### src/rtl/mem_port_arbiter_pkg.sv
// rtl/mem_port_arbiter_pkg.sv - shared state encodings, latched command type and grant helper
package mem_port_arbiter_pkg;

    // Arbiter FSM encodings (kept as plain 2-bit constants for legacy compatibility)
    localparam logic [1:0] ST_IDLE   = 2'd0;
    localparam logic [1:0] ST_BUSY_I = 2'd1;
    localparam logic [1:0] ST_BUSY_D = 2'd2;

    // Read data returned to the requester when the watchdog aborts an access
    localparam logic [31:0] ABORT_RDATA = 32'h0;

    // Command captured at grant time and held on the memory port while busy
    typedef struct packed {
        logic        we;
        logic [31:0] addr;
        logic [31:0] wdata;
    } mem_cmd_t;

    // Fetch wins when it is the only requester, or when data has starved it
    function automatic logic pick_if(input logic if_req, input logic dm_req,
                                     input logic starved);
        return if_req & (~dm_req | starved);
    endfunction

endpackage

### src/rtl/mem_port_arbiter_if.sv
// rtl/mem_port_arbiter_if.sv - fetch, data and memory handshake bundle
// master: arbiter side (drives completions, waits, memory command, bus_err)
// slave : pipeline/memory side (drives requests, memory read data and ready)
interface mem_port_arbiter_if;
    logic        if_req;
    logic [31:0] if_addr;
    logic [31:0] if_rdata;
    logic        if_valid;
    logic        if_wait;

    logic        dm_req;
    logic        dm_we;
    logic [31:0] dm_addr;
    logic [31:0] dm_wdata;
    logic [31:0] dm_rdata;
    logic        dm_valid;
    logic        dm_wait;

    logic        mem_en;
    logic        mem_we;
    logic [31:0] mem_addr;
    logic [31:0] mem_wdata;
    logic [31:0] mem_rdata;
    logic        mem_ready;

    logic        bus_err;

    modport master (
        input  if_req, if_addr, dm_req, dm_we, dm_addr, dm_wdata, mem_rdata, mem_ready,
        output if_rdata, if_valid, if_wait, dm_rdata, dm_valid, dm_wait,
               mem_en, mem_we, mem_addr, mem_wdata, bus_err
    );

    modport slave (
        output if_req, if_addr, dm_req, dm_we, dm_addr, dm_wdata, mem_rdata, mem_ready,
        input  if_rdata, if_valid, if_wait, dm_rdata, dm_valid, dm_wait,
               mem_en, mem_we, mem_addr, mem_wdata, bus_err
    );
endinterface

### src/rtl/mem_port_arbiter_watchdog.sv
// rtl/mem_port_arbiter_watchdog.sv - busy-cycle counter that flags a memory that never answers
// Ports: clk, reset (sync, active-high); clr restarts the count; en counts one
// stalled busy cycle; expire is high while the count has reached TIMEOUT.
module mem_port_arbiter_watchdog #(
    parameter int TIMEOUT = 15
) (
    input  logic clk,
    input  logic reset,
    input  logic clr,
    input  logic en,
    output logic expire
);
    localparam int TW = $clog2(TIMEOUT + 1);
    localparam logic [TW-1:0] TLIMIT = TW'(TIMEOUT);

    logic [TW-1:0] tcnt_q;
    logic [TW-1:0] tcnt_d;

    assign expire = (tcnt_q == TLIMIT);

    always_comb begin
        tcnt_d = tcnt_q;
        if (clr) begin
            tcnt_d = '0;
        end else if (en && !expire) begin
            // Hold at the limit; the arbiter leaves BUSY in the same cycle anyway
            tcnt_d = tcnt_q + 1'b1;
        end
    end

    always_ff @(posedge clk) begin
        if (reset) begin
            tcnt_q <= '0;
        end else begin
            tcnt_q <= tcnt_d;
        end
    end
endmodule

### src/rtl/mem_port_arbiter.sv
// rtl/mem_port_arbiter.sv - IF/MEM arbiter for a single-ported unified memory
// Ports: clk, reset (sync, active-high), bus (master modport): fetch and data
// level requests in, one-cycle valid completions and wait levels out, memory
// command out with mem_ready/mem_rdata in, sticky bus_err on watchdog abort.
module mem_port_arbiter
    import mem_port_arbiter_pkg::*;
#(
    parameter int STARVE_MAX = 4,
    parameter int TIMEOUT    = 15
) (
    input  logic                 clk,
    input  logic                 reset,
    mem_port_arbiter_if.master   bus
);
    localparam int SW = $clog2(STARVE_MAX + 1);
    localparam logic [SW-1:0] STREAK_MAX = SW'(STARVE_MAX);

    logic [1:0]    state_q, state_d;
    logic [SW-1:0] streak_q, streak_d;
    mem_cmd_t      cmd_q, cmd_d;
    logic          bus_err_q, bus_err_d;

    logic          busy;
    logic          done;
    logic          expire;
    logic          wd_clr;
    logic [31:0]   rd_val;
    logic          if_valid;
    logic          dm_valid;

    mem_port_arbiter_watchdog #(.TIMEOUT(TIMEOUT)) u_watchdog (
        .clk    (clk),
        .reset  (reset),
        .clr    (wd_clr),
        .en     (busy & ~bus.mem_ready),
        .expire (expire)
    );

    assign busy = (state_q == ST_BUSY_I) || (state_q == ST_BUSY_D);
    // A ready arriving with the timeout is still a clean completion
    assign done = busy & (bus.mem_ready | expire);

    always_comb begin
        state_d   = state_q;
        streak_d  = streak_q;
        cmd_d     = cmd_q;
        bus_err_d = bus_err_q;
        wd_clr    = 1'b0;
        case (state_q)
            ST_IDLE: begin
                if (bus.if_req || bus.dm_req) begin
                    wd_clr = 1'b1;
                    if (pick_if(bus.if_req, bus.dm_req, streak_q == STREAK_MAX)) begin
                        state_d  = ST_BUSY_I;
                        streak_d = '0;
                        cmd_d    = '{we: 1'b0, addr: bus.if_addr, wdata: 32'h0};
                    end else begin
                        state_d = ST_BUSY_D;
                        // Only data grants that leave fetch waiting count toward starvation
                        if (bus.if_req && streak_q != STREAK_MAX) begin
                            streak_d = streak_q + 1'b1;
                        end
                        cmd_d = '{we: bus.dm_we, addr: bus.dm_addr, wdata: bus.dm_wdata};
                    end
                end
            end
            ST_BUSY_I, ST_BUSY_D: begin
                if (done) begin
                    state_d = ST_IDLE;
                    if (!bus.mem_ready) begin
                        bus_err_d = 1'b1;
                    end
                end
            end
            default: state_d = ST_IDLE;
        endcase
    end

    always_ff @(posedge clk) begin
        if (reset) begin
            state_q   <= ST_IDLE;
            streak_q  <= '0;
            cmd_q     <= '0;
            bus_err_q <= 1'b0;
        end else begin
            state_q   <= state_d;
            streak_q  <= streak_d;
            cmd_q     <= cmd_d;
            bus_err_q <= bus_err_d;
        end
    end

    // Stores complete with zero data; an abort returns the abort value
    assign rd_val = bus.mem_ready ? (cmd_q.we ? 32'h0 : bus.mem_rdata) : ABORT_RDATA;

    // Valids are suppressed while reset is asserted so a dropped access never completes
    assign if_valid = ~reset & done & (state_q == ST_BUSY_I);
    assign dm_valid = ~reset & done & (state_q == ST_BUSY_D);

    assign bus.if_valid  = if_valid;
    assign bus.dm_valid  = dm_valid;
    assign bus.if_rdata  = if_valid ? rd_val : 32'h0;
    assign bus.dm_rdata  = dm_valid ? rd_val : 32'h0;
    assign bus.if_wait   = bus.if_req & ~if_valid;
    assign bus.dm_wait   = bus.dm_req & ~dm_valid;
    assign bus.mem_en    = busy;
    assign bus.mem_we    = busy & cmd_q.we;
    assign bus.mem_addr  = cmd_q.addr;
    assign bus.mem_wdata = cmd_q.wdata;
    assign bus.bus_err   = bus_err_q;
endmodule

### src/flat_wrapper.sv
// flat-port wrapper written by rule: the top's interface ports become plain ports
module mem_port_arbiter_flat import mem_port_arbiter_pkg::*;
#(
    parameter int STARVE_MAX = 4,
    parameter int TIMEOUT    = 15
)
  (clk, reset, bus_if_req, bus_if_addr, bus_dm_req, bus_dm_we, bus_dm_addr, bus_dm_wdata, bus_mem_rdata, bus_mem_ready, bus_if_rdata, bus_if_valid, bus_if_wait, bus_dm_rdata, bus_dm_valid, bus_dm_wait, bus_mem_en, bus_mem_we, bus_mem_addr, bus_mem_wdata, bus_bus_err);
  mem_port_arbiter_if bus_i ();
  input  logic clk;
  input  logic reset;
  input wire logic [$bits(bus_i.if_req)-1:0] bus_if_req;
  input wire logic [$bits(bus_i.if_addr)-1:0] bus_if_addr;
  input wire logic [$bits(bus_i.dm_req)-1:0] bus_dm_req;
  input wire logic [$bits(bus_i.dm_we)-1:0] bus_dm_we;
  input wire logic [$bits(bus_i.dm_addr)-1:0] bus_dm_addr;
  input wire logic [$bits(bus_i.dm_wdata)-1:0] bus_dm_wdata;
  input wire logic [$bits(bus_i.mem_rdata)-1:0] bus_mem_rdata;
  input wire logic [$bits(bus_i.mem_ready)-1:0] bus_mem_ready;
  output wire logic [$bits(bus_i.if_rdata)-1:0] bus_if_rdata;
  output wire logic [$bits(bus_i.if_valid)-1:0] bus_if_valid;
  output wire logic [$bits(bus_i.if_wait)-1:0] bus_if_wait;
  output wire logic [$bits(bus_i.dm_rdata)-1:0] bus_dm_rdata;
  output wire logic [$bits(bus_i.dm_valid)-1:0] bus_dm_valid;
  output wire logic [$bits(bus_i.dm_wait)-1:0] bus_dm_wait;
  output wire logic [$bits(bus_i.mem_en)-1:0] bus_mem_en;
  output wire logic [$bits(bus_i.mem_we)-1:0] bus_mem_we;
  output wire logic [$bits(bus_i.mem_addr)-1:0] bus_mem_addr;
  output wire logic [$bits(bus_i.mem_wdata)-1:0] bus_mem_wdata;
  output wire logic [$bits(bus_i.bus_err)-1:0] bus_bus_err;
  assign bus_i.if_req = bus_if_req;
  assign bus_i.if_addr = bus_if_addr;
  assign bus_i.dm_req = bus_dm_req;
  assign bus_i.dm_we = bus_dm_we;
  assign bus_i.dm_addr = bus_dm_addr;
  assign bus_i.dm_wdata = bus_dm_wdata;
  assign bus_i.mem_rdata = bus_mem_rdata;
  assign bus_i.mem_ready = bus_mem_ready;
  assign bus_if_rdata = bus_i.if_rdata;
  assign bus_if_valid = bus_i.if_valid;
  assign bus_if_wait = bus_i.if_wait;
  assign bus_dm_rdata = bus_i.dm_rdata;
  assign bus_dm_valid = bus_i.dm_valid;
  assign bus_dm_wait = bus_i.dm_wait;
  assign bus_mem_en = bus_i.mem_en;
  assign bus_mem_we = bus_i.mem_we;
  assign bus_mem_addr = bus_i.mem_addr;
  assign bus_mem_wdata = bus_i.mem_wdata;
  assign bus_bus_err = bus_i.bus_err;
  mem_port_arbiter #(.STARVE_MAX(STARVE_MAX), .TIMEOUT(TIMEOUT)) u_core (.clk(clk), .reset(reset), .bus(bus_i));
endmodule
### config.mk
export PLATFORM = sky130hd
export DESIGN_NAME = mem_port_arbiter_flat
export DESIGN_NICKNAME = d
export VERILOG_FILES = /design/src/rtl/mem_port_arbiter_pkg.sv /design/src/rtl/mem_port_arbiter_if.sv /design/src/rtl/mem_port_arbiter_watchdog.sv /design/src/rtl/mem_port_arbiter.sv /design/src/flat_wrapper.sv
export SDC_FILE = /design/constraint.sdc
export NUM_CORES = 1
export LEC_CHECK = 0
export CORE_ASPECT_RATIO = 0.75
export CORE_MARGIN = 3
export CORE_UTILIZATION = 38
export DETAILED_ROUTE_END_ITERATION = 6
export PLACE_DENSITY_LB_ADDON = 0.3
export SYNTH_ARGS = -nofsm -noshare
export SYNTH_HDL_FRONTEND = slang
export SYNTH_HIERARCHICAL = 1
export SYNTH_SLANG_ARGS = --single-unit
### constraint.sdc
create_clock -name clk -period 2.4 [get_ports clk]
set_input_delay 0.48 -clock clk [delete_from_list [all_inputs] [get_ports clk]]
set_output_delay 0.48 -clock clk [all_outputs]
set_load 0.01 [all_outputs]
After elaboration in Yosys (flattened, before gate mapping)
Cells that the tools add are included.

Flip-flop bits (word level): 75. Output and inout bits: 135. Word-level logic and storage cells: 58. Input port bits: 134.

Add/sub/neg operators: 2. Multiplexer cells: 13. Reductions and logical operators: 13. Equal/unequal tests: 7. Bitwise logic cells: 16.

Operators by type and width (count): $mux W32 (4); $mux W65 (1); $and A1 B1 Y1 (9); $mux W2 (3); $mux W3 (2); $reduce_and A3 Y1 (2); $not A1 Y1 (5); $add A4 B1 Y4 const B (1); $eq A4 B4 Y1 const B (1); $ne A2 B1 Y1 const B (2); $pmux W2 S2 (1); $reduce_and A2 Y1 (2); $reduce_or A2 Y1 (2); $add A3 B1 Y3 const B (1); $eq A3 B3 Y1 const B (1); $ne A3 B3 Y1 const B (1); $eq A2 B1 Y1 const B (1); $eq A2 B2 Y1 const B (1); $logic_and A1 B1 Y1 (2); $logic_not A2 Y1 (1); $logic_or A1 B1 Y1 (2); $mux W1 (2); $or A1 B1 Y1 (2); $reduce_bool A2 Y1 (1); $logic_not A1 Y1 (1).

Longest topological paths before layout
Gate-level depths: netlist of run 1.

Word-level depth: 7. Mapped depth: 8. Mapped depth without buffers: 7.

Modules after synthesis
Netlist of run 1, hierarchy kept.

Modules (own cells, without submodules): mem_port_arbiter (sequential area each 1421.4 µm², cells each 527, area each 4192.8 µm², instances 1); mem_port_arbiter_watchdog (sequential area each 80.1 µm², cells each 22, area each 211.5 µm², instances 1).

Worst setup path after synthesis of run 1
OpenSTA, ideal clock, no wires.

Kind: reg2out. Start point: reg u_core.u_watchdog.tcnt_q[1]. End point: out bus_if_rdata[10]. Stages on the path, launching flop included: 8. Path slack: 351 ps. Required time: 1920 ps. Data arrival time: 1569 ps. Buffers on the path: 1. Cell sequence: dfxtp_1 ha_1 nand3_2 inv_2 nor2_1 and4bb_2 clkbuf_1 and3_1.

Longest elaborated chain between the ends: 6.

Ends and longest elaborated chain: from (decl) (RTL line mem_port_arbiter_watchdog.sv:16) `logic [TW-1:0] tcnt_q;`; from (signal assigned) (RTL line mem_port_arbiter_watchdog.sv:35) `tcnt_q <= tcnt_d;`; $eq A4 B4 Y1 (RTL line mem_port_arbiter_watchdog.sv:19) `assign expire = (tcnt_q == TLIMIT);`; via u_core.expire (RTL line mem_port_arbiter.sv:25) `logic expire;`; $or A1 B1 Y1 (RTL line mem_port_arbiter.sv:41) `assign done = busy & (bus.mem_ready | expire);`; $and A1 B1 Y1 (RTL line mem_port_arbiter.sv:41); $and A1 B1 Y1 (2 in series) (RTL line mem_port_arbiter.sv:97) `assign if_valid = ~reset & done & (state_q == ST_BUSY_I);`; $mux W32 (RTL line mem_port_arbiter.sv:102) `assign bus.if_rdata = if_valid ? rd_val : 32'h0;`; to (decl) (RTL line flat_wrapper.sv:19) `output wire logic [$bits(bus_i.if_rdata)-1:0] bus_if_rdata;`.

The timed path passes the listed nets, and every way through them passes these cells.

Worst setup path after layout of run 1
Start point: reg u_core.u_watchdog.tcnt_q[1]. End point: out bus_if_rdata[24].

The elaborated chain is that of the path after synthesis.

==> results of run 1 <==
## state kept, by name, indices dropped and copies added (netlist names)
name,count
u_core/streak_q,3
u_core/bus.mem_wdata,32
u_core/bus.bus_err,1
u_core/u_watchdog/tcnt_q,4
u_core/state_q,2
u_core/bus.mem_addr,32
u_core/cmd_q,1
## synth_stat cells, types with 2 or more instances
library cell and number:
a21oi_1 40, a311oi_1 22, a311oi_2 10, and3_1 64
and4bb_2 2, buf_1 2, buf_2 15, buf_4 69
buf_6 2, clkbuf_1 32, dfxtp_1 75, ha_1 6
inv_1 6, inv_2 2, nand2_1 39, nand3_1 33
nand4_1 3, nand4b_1 2, nor2_1 37, nor2b_1 3
nor3b_1 3, o211ai_1 35, o21ai_0 29, o21ai_1 6
or3_1 2
## layout make-up
type	instances	area [um2]	share of cell area, %
well taps	140	175	2.47
inverters	8	31.3	0.441
clock inverters	6	115	1.62
clock buffers	9	225	3.18
repair buffers	306	2840	40.0
multi-input cells	346	2200	31.1
flip-flops and latches	75	1510	21.2
## worst paths after layout
path	slack [ns]	cells after the start	to
max	-0.005	9	bus_if_rdata[24]
min	0.45	2	u_core/bus.mem_wdata[9]
max reg2reg	0.68	6	u_core/bus.mem_addr[5]
min reg2reg	0.45	2	u_core/bus.mem_wdata[9]
## per-stage QoR
step / TNS [ns] / worst slack [ns]
after floorplan: 0 / 0.351
after global placement: -19.51 / -0.331
after detailed placement: -21.56 / -0.370
after CTS: -0.00122 / -0.00122
after global routing: -1.24 / -0.0654
final: -0.0124 / -0.00464
## what timing repair did
item,in CTS,in global routing
gates cloned,4,0
endpoints found under the setup margin,69,45
resized for setup,278,12
buffers inserted,4,2
pin swaps,5,1
## layer usage
layer  share of wire [%]  up-vias  track usage, %
li1                    -     2307               -
met1                  41     2283            29.4
met2                  50      178            39.5
met3                 7.4       24            7.41
met4                 1.6        0            7.03
met5                   0        -               0
## power by group through the flow
stage	Clock [W]	Combinational, W	Sequential, W
final	0.00154	0.00114	0.00144
after global routing	0.00162	0.00122	0.00145
after CTS	0.00157	0.00114	0.00144
after detailed placement	0	0.00112	0.00146
after global placement	0	0.00109	0.00145
after floorplan	0	0.000657	0.00145
## cells by family (layout without fill, tap and decap cells)
| kind of cell | Yosys count | in the layout | share of synthesized area, % |
|---|---|---|---|
| AOI/OAI and AO/OA | 149 | 149 | 24.1 |
| buffers and inverters | 128 | 329 | 17.6 |
| DFF | 75 | 75 | 34.1 |
| adders and majority gates | 6 | 6 | 1.70 |
| and+or+nand+nor | 191 | 191 | 22.5 |
## critical path, stage by stage, from the launching register on
cell      delay, ns
dfxtp_2        0.35
ha_4           0.16
nand3_4        0.07
inv_2          0.07
nor2_2         0.04
and4bb_4       0.35
buf_12         0.13
buf_16         0.12
and3_1         0.16
buf_2          0.14
==> reports/qor.yml, run 1 <==
status: "finished, violations left"
violations: "negative setup slack"
final_cell_mix: "197 x clkdlybuf4s50_1, 72 x dfxtp_1, 62 x buf_2"
area_growth_pct: 61.0
final_common_cell: "clkdlybuf4s50_1"
final_cells: 890
critPathMaxFanout: 9
cp.required_ns: 1.92
internal_power_w: 0.00300
antenna_found_initial: 0
worst_pin_slew_ns: 0.820
grt_use_total_pct: 23.7
synth_seq_area_share_pct: 34.1
ctsHoldBuffers: 0
combPwrFrac_pct: 27.6
fp.dieW_um: 130
routedWlPerCell_um: 18.1
initial_core_util_pct: 39.7
synthArstFlopShare_pct: 0
io_buffers: 268
gp_congestion: 0.850
rsz0062_at_grt: "true"
antenna_cells: 0
cts-root-buf: "clkbuf_16"
clock_latency_ns: 0.33
dpl.cell_count: 866
peakVddDrop_mv: 0.521
max-slew-margin-rel_pct: 45.3
hold_ws_ns: 0.453
end_kind: "output pin"
fin_skew_ns: 0.00355
setup_viol: 5
synthCells: 549
switching_share_pct: 27.1
synth_edf_count: 0
nFillCells: 947
dieArea_mm2: 0.0129
min_from: "u_core/bus.mem_wdata[9]"
period_needed_ns: 2.40
grt_pass1_wl_mm: 24.5
final_core_util_pct: 63.8
seq_power_share_pct: 35.0
design_area_mm2: 0.00709
r2r-start: "u_core/streak_q[0]"
max_freq_ghz: 0.416
die_y_um: 99.2
hold_viol_final: 0
clkPwrFrac_pct: 37.4
first_global_vias: 4619
drive_above_1_share_pct: 20.3
min-delay-path-class: "flip-flop to flip-flop"
cts_made_buffers: 9
synth_top_area_share_pct: 34.1
wl_mm: 16.1
fin_ws_ns: -0.00464
grt-ovfl-total: 0
ys_top_cells_by_area: "dfxtp_1 34%, buf_4 12%, and3_1 9.1%"
clock_path_buffers: 2
firstDrtPassIters: 5
clkSinkCount: 75
fin_crit_sh_pct: 100
rows: 33
yosys_warnings: 6
slew_viol_final: 0
maxCapViolations: 0
cp.arrival_ns: 1.92
start_kind: "flip-flop"
p_switching_w: 0.00111
grt_max_degree: 70
synthesis.nets: 689
core_mm2: 0.0111
syn_area_mm2: 0.00440
ys_types: 35
h-tree-depth: 3
power_density_mw_per_mm2: 580
drtAntennaViolNets: 0
cts_tree: "done"
dpl.hpwl_mm: 11.2
ys_ff_latch: 75
drc: 0
post_dp_cell_area_mm2: 0.00684
viasPerCell: 5.38
finalPower_w: 0.00411
cts.reportedPaths.clkPinSlew_ns: 0.06
synth-main-ff-cell: "dfxtp_1"
startpoint: "u_core/u_watchdog/tcnt_q[1]"
p_leak_nw: 3.02
drt_iter0_markers: 181
io_pins: 269
fin_nets: 886
synth_top_cell_by_area: "dfxtp_1"
vias: 4792
avgSynthCellArea_um2: 8.02
crit_type: "flip-flop to output pin"
Power figures use the tool's default switching activity.
==> run 2, diff against run 1 <==
--- a/config.mk
+++ b/config.mk
@@ -6,7 +6,7 @@
 export NUM_CORES = 1
 export LEC_CHECK = 0
 export CORE_ASPECT_RATIO = 0.75
-export CORE_MARGIN = 3
+export CORE_MARGIN = 4
 export CORE_UTILIZATION = 38
 export DETAILED_ROUTE_END_ITERATION = 6
 export PLACE_DENSITY_LB_ADDON = 0.3
==> run 2 against run 1 <==
Compared with the run above:
- the flow still finishes with violations (negative setup slack)
- clock skew increased by 0.0034 ns
- largest cell class unchanged
- sequential share of layout area decreased by 2.1 points
- clock power decreased by 4%
- utilization increased by 6.9 points
- die area increased by 3.6%
- first-iteration DRC count increased by 47%
- global-route usage increased by 0.54 points
- total power increased by 0.73%
- cell count increased by 1.6%
- combinational power increased by 7%
- critical path depth unchanged
==> reports/qor.yml, run 2 (synthesized netlist as in run 1, its figures left out) <==
r2r-end: "u_core/bus.mem_addr[4]"
p_switching_w: 0.00114  # +2.2%
fp.dieW_um: 132  # +1.5%
drc: 0  # unchanged
slowest_delay_ns: 0.36  # about the same
crit_family: "simple AND/OR/NAND/NOR gates"
post_dp_cell_area_mm2: 0.00684  # about the same
multi_input_area_mm2: 0.00242  # +10%
p_leak_nw: 3.08  # +2.1%
cts_tree: "done"
ff2ff_path_depth: 6  # unchanged
die_y_um: 101  # +2.0%
drt_iter0_markers: 266  # +47%
clock_path_buffers: 2  # unchanged
end_kind: "output pin"
cp_num_buf_inv: 4  # unchanged
max-slew-margin-rel_pct: 42.8  # -2.6 points
switching_share_pct: 27.5  # +0.40 points
grt_use_total_pct: 24.3  # +0.54 points
fin_ws_ns: -0.0565  # -0.0519 ns
drive_above_1_share_pct: 27.4  # +7.1 points
nFillCells: 816  # -14%
seq_area_mm2: 0.00150  # about the same
final_core_util_pct: 70.8  # +6.9 points
fin_skew_ns: 0.00691  # +0.00336 ns
clkPwrFrac_pct: 35.7  # -1.7 points
internal_power_w: 0.00300  # +0.18%
min-delay-path-class: "flip-flop to flip-flop"
setup_viol: 36  # +31
violations: "negative setup slack"
h-tree-depth: 3  # unchanged
vias: 4964  # +3.6%
grt_pass1_wl_mm: 26.4  # +7.7%
final_cell_mix: "198 x clkdlybuf4s50_1, 73 x dfxtp_1, 50 x buf_6"
gp_congestion: 0.829  # -2.4%
crit_chain: "ha_4, nand3_4, inv_2, nor2_2, and4bb_4, buf_12, clkbuf_16, and3_4, buf_6"
min_from: "u_core/bus.mem_wdata[12]"
maxCapViolations: 0  # unchanged
rows: 33  # unchanged
clock_latency_ns: 0.33  # about the same
r2r-start: "u_core/streak_q[0]"
finalPower_w: 0.00414  # +0.73%
antenna_found_initial: 0  # unchanged
cts.reportedPaths.clkPinSlew_ns: 0.05  # about the same
slowest_stage: "and4bb_4"
design_area_mm2: 0.00786  # +11%
io_pins: 269  # unchanged
cp.required_ns: 1.92  # about the same
dieArea_mm2: 0.0134  # +3.6%
final_common_cell: "clkdlybuf4s50_1"
firstDrtPassIters: 5  # unchanged
hold_path_end: "u_core/bus.mem_wdata[12]"
ctsHoldBuffers: 0  # unchanged
slew_viol_final: 0  # unchanged
hold_viol_final: 0  # unchanged
viasPerCell: 5.49  # +2.0%
hold_depth: 2  # unchanged
grt-ovfl-total: 0  # unchanged
wl_mm: 18.1  # +12%
antenna_cells: 0  # unchanged
rsz0062_at_grt: "true"
start_kind: "flip-flop"
clkSinkCount: 75  # unchanged
status: "finished, violations left"
critPathMaxFanout: 6  # -3
cts_made_buffers: 9  # unchanged
drtAntennaViolNets: 0  # unchanged
seq_power_share_pct: 34.8  # -0.2 points
io_buffers: 268  # unchanged
initial_core_util_pct: 39.7  # unchanged
peakVddDrop_mv: 0.359  # -31%
fin_nets: 899  # +1.5%
cts-root-buf: "clkbuf_16"
cp.arrival_ns: 1.98  # +0.06 ns
period_needed_ns: 2.46  # +0.0519 ns
max_freq_ghz: 0.407  # -2.1%
combPwrFrac_pct: 29.5  # +1.9 points
routedWlPerCell_um: 20.0  # +10%
worst_pin_slew_ns: 0.859  # +0.0389 ns
area_growth_pct: 78.4
first_global_vias: 4981  # +7.8%
r2r_setup_slack_ns: 0.71  # +0.03 ns
grt_max_degree: 74  # +5.7%
power_density_mw_per_mm2: 527  # -9.1%
fin_crit_sh_pct: 102  # +2.2 points
core_mm2: 0.0111  # unchanged
crit_type: "flip-flop to output pin"
dpl.hpwl_mm: 11.3  # +0.28%
run 2: changes by cell type in the layout (fill, tap and decap cells not counted), moves of 2 or more:
cell,delta
clkbuf_8,+2
and3_4,+43
clkinv_4,-2
and3_1,-43
buf_2,-42
bufbuf_16,+3
buf_6,+46
clkbuf_16,+5
run 2: how the worst max path moves through the flow:
stage / start / slack [ns] / depth (start not counted) / to
6_report: u_core/u_watchdog/tcnt_q[1] / -0.06 / 9 / bus_dm_rdata[31]
5_1_grt: u_core/u_watchdog/tcnt_q[1] / -0.10 / 9 / bus_dm_rdata[31]
4_1_cts: u_core/u_watchdog/tcnt_q[0] / -0.03 / 9 / bus_dm_rdata[6]
3_5_place_dp: bus_mem_ready / -0.37 / 6 / bus_if_rdata[5]
3_3_place_gp: bus_mem_ready / -0.33 / 6 / bus_dm_rdata[16]
2_1_floorplan: u_core/u_watchdog/tcnt_q[1] / 0.35 / 7 / bus_if_rdata[10]
run 2: layout make-up:
class                   instances  area share (%)
repair buffers                319            43.2
multi-input cells             346            30.8
flip-flops and latches         75            19.1
clock buffers                  12            3.26
well taps                     140            2.23
clock inverters                 4           0.923
inverters                       8           0.398
run 2: metal layers:
layer / vias to the layer above / GRT usage (%) / wire (um)
met5: - / 0 / 0
met4: 0 / 7.75 / 566
met3: 45 / 7.35 / 1480
met2: 230 / 42.8 / 9000
met1: 2359 / 28.7 / 7040
li1: 2330 / - / -
run 2: timing repair:
action                                  CTS  global route
setup buffers                             6             2
pin swaps                                 2            14
gates cloned                              8             5
resized for setup                       279           112
endpoints found under the setup margin   68            68
run 2: power by group through the flow:
| stage | clock network [W] | registers (W) | logic, W |
|---|---|---|---|
| after floorplan | 0 | 0.00145 | 0.000657 |
| after global placement | 0 | 0.00145 | 0.00109 |
| after detailed placement | 0 | 0.00146 | 0.00111 |
| after CTS | 0.00151 | 0.00144 | 0.00119 |
| after global routing | 0.00156 | 0.00146 | 0.00131 |
| final | 0.00148 | 0.00144 | 0.00122 |
run 2: stage by stage:
step / TNS [ns] / hold slack (ns) / cells / setup WS, ns
after floorplan: 0 / 0.437 / 549 / 0.351
after global placement: -19.05 / 0.442 / 867 / -0.328
after detailed placement: -20.95 / 0.449 / 867 / -0.368
after CTS: -0.0266 / 0.458 / 897 / -0.0266
after global routing: -3.70 / 0.480 / 904 / -0.104
final: -0.717 / 0.454 / 904 / -0.0565
run 2: tightest hold or removal path, stage by stage, from the launching register on:
cell     delay, ns
dfxtp_1       0.30
nand2_1       0.05
a21oi_1       0.05
==> run 3, diff against run 2 <==
==> constraint.sdc (replaced) <==
create_clock -name clk -period 2.4 [get_ports clk]
set_input_delay 0.48 -clock clk [delete_from_list [all_inputs] [get_ports clk]]
set_output_delay 0.48 -clock clk [all_outputs]
set_load 0.005 [all_outputs]
==> run 3 against run 2 <==
Compared with the run above:
- the run still ends with negative setup slack left
- clock power increased by 11%
- worst hold slack improved by 0.00095 ns
- via count decreased by 0.60%
- clock skew about the same
- largest cell class unchanged
==> reports/qor.yml, run 3 (synthesized netlist as in run 1, its figures left out) <==
status: "finished, violations left"
violations: "negative setup slack"
seq_area_mm2: 0.00151  # about the same
antenna_found_initial: 0  # unchanged
drtAntennaViolNets: 0  # unchanged
ff2ff_path_depth: 6  # unchanged
finalPower_w: 0.00419  # +1.2%
fp.dieW_um: 132  # unchanged
initial_core_util_pct: 39.7  # unchanged
dpl.cell_count: 866  # -0.12%
dpl.hpwl_mm: 11.2  # -1.1%
slowest_stage: "and4bb_4"
routedWlPerCell_um: 19.0  # -5.0%
design_area_mm2: 0.00762  # -3.0%
critPathMaxFanout: 8  # +2
busiest_layer: "met2"
io_pins: 269  # unchanged
slowest_delay_ns: 0.36  # about the same
clock_path_buffers: 2  # unchanged
first_global_vias: 4998  # +0.34%
ctsHoldBuffers: 0  # unchanged
fin_crit_sh_pct: 105  # +2.5 points
vias: 4934  # -0.60%
p_leak_nw: 3.07  # -0.33%
fin_ws_ns: -0.117  # -0.0607 ns
crit_path_frequent_cell: "buf_6"
nFillCells: 848  # +3.9%
cp.arrival_ns: 2.04  # +0.06 ns
rows: 33  # unchanged
cts_made_buffers: 9  # unchanged
dieArea_mm2: 0.0134  # unchanged
post_dp_cell_area_mm2: 0.00683  # -0.11%
multi_input_area_mm2: 0.00236  # -2.6%
period_needed_ns: 2.52  # +0.0607 ns
power_density_mw_per_mm2: 549  # +4.3%
drc: 0  # unchanged
cts.reportedPaths.clkPinSlew_ns: 0.05  # about the same
clock_latency_ns: 0.33  # about the same
area_growth_pct: 73.1
hold_depth: 2  # unchanged
final_core_util_pct: 68.6  # -2.1 points
end_kind: "output pin"
grt_use_total_pct: 24.3  # +0.085 points
max-slew-margin-rel_pct: 41.4  # -1.4 points
cp.depth: 10  # +1
grt-ovfl-total: 0  # unchanged
use_met2_pct: 42.4  # -0.43 points
fin_nets: 899  # unchanged
cts_tree: "done"
worst_pin_slew_ns: 0.879  # +0.0203 ns
use_met3_pct: 6.80  # -0.55 points
h-tree-depth: 3  # unchanged
viasPerCell: 5.46  # -0.49%
wl_mm: 17.2  # -5.1%
hold_viol_final: 0  # unchanged
gp_congestion: 0.832  # +0.37%
firstDrtPassIters: 5  # unchanged
grt_use_met1_pct: 29.6  # +0.85 points
start_kind: "flip-flop"
min-delay-path-class: "flip-flop to flip-flop"
max_freq_ghz: 0.397  # -2.4%
crit_type: "flip-flop to output pin"
core_mm2: 0.0111  # unchanged
drive_above_1_share_pct: 26.1  # -1.3 points
final_cells: 903  # -0.11%
final_common_cell: "clkdlybuf4s50_1"
die_y_um: 101  # unchanged
final_cell_mix: "198 x clkdlybuf4s50_1, 72 x dfxtp_1, 44 x buf_6"
peakVddDrop_mv: 0.320  # -11%
cts-root-buf: "clkbuf_16"
io_buffers: 268  # unchanged
grt_max_degree: 74  # unchanged
drt_iter0_markers: 274  # +3.0%
crit_family: "simple AND/OR/NAND/NOR gates"
maxCapViolations: 0  # unchanged
slew_viol_final: 0  # unchanged
antenna_cells: 0  # unchanged
fin_skew_ns: 0.00680  # -0.000105 ns
grt_pass1_wl_mm: 26.3  # -0.65%
setup_viol: 36  # unchanged
clkSinkCount: 75  # unchanged
rsz0062_at_grt: "true"
cp.required_ns: 1.92  # about the same
cp_num_buf_inv: 5  # +1
crit_chain: "ha_4, nand3_4, inv_4, nor2_4, and4bb_4, buf_6, buf_16, buf_8, and3_4, buf_6"
## run 3: report_power, final
part,switching (W),internal (W),leakage [nW]
clock network,0.000499,0.00114,0.179
logic,0.000489,0.000619,2.27
registers,0.0000672,0.00137,0.620
total,0.00106,0.00313,3.07
## run 3: worst register-to-register path, delay by kind of cell, from the launching register on
kind	cells	cell delay, ns
DFF	1	0.37
adders and majority gates	1	0.26
AOI/OAI and AO/OA	3	0.68
buffers and inverters	2	0.29
## run 3: what timing repair did
action	4_1_cts	5_1_grt
buffers inserted	14	5
pin swaps	17	5
resized for setup	302	72
gates cloned	9	0
endpoints found under the setup margin	68	68
## run 3: worst paths after layout
path         slack (ns)                        to                        start
max               -0.12          bus_dm_rdata[31]  u_core/u_watchdog/tcnt_q[0]
min                0.45  u_core/bus.mem_wdata[12]     u_core/bus.mem_wdata[12]
max reg2reg        0.71   u_core/bus.mem_addr[30]           u_core/streak_q[0]
min reg2reg        0.45  u_core/bus.mem_wdata[12]     u_core/bus.mem_wdata[12]
## run 3: routing by layer
metal,part of all wire (%),up-vias
li1,-,2333
met1,40,2350
met2,50,223
met3,8.1,28
met4,1.6,0
met5,0,-
## run 3: metrics by stage
step / hold WS [ns] / setup TNS (ns) / setup WS (ns)
after floorplan: 0.437 / 0 / 0.387
after global placement: 0.442 / -16.66 / -0.293
after detailed placement: 0.449 / -17.25 / -0.305
after CTS: 0.459 / -3.09 / -0.159
after global routing: 0.482 / -4.48 / -0.173
final: 0.455 / -1.11 / -0.117
## run 3: area by class of cell
cell class	instances	share of cell area, %
Inverter	8	0.443
Sequential cell	75	19.7
Tap cell	140	2.30
Timing Repair Buffer	319	41.8
Clock inverter	5	1.64
Multi-Input combinational cell	346	30.9
Clock buffer	10	3.13
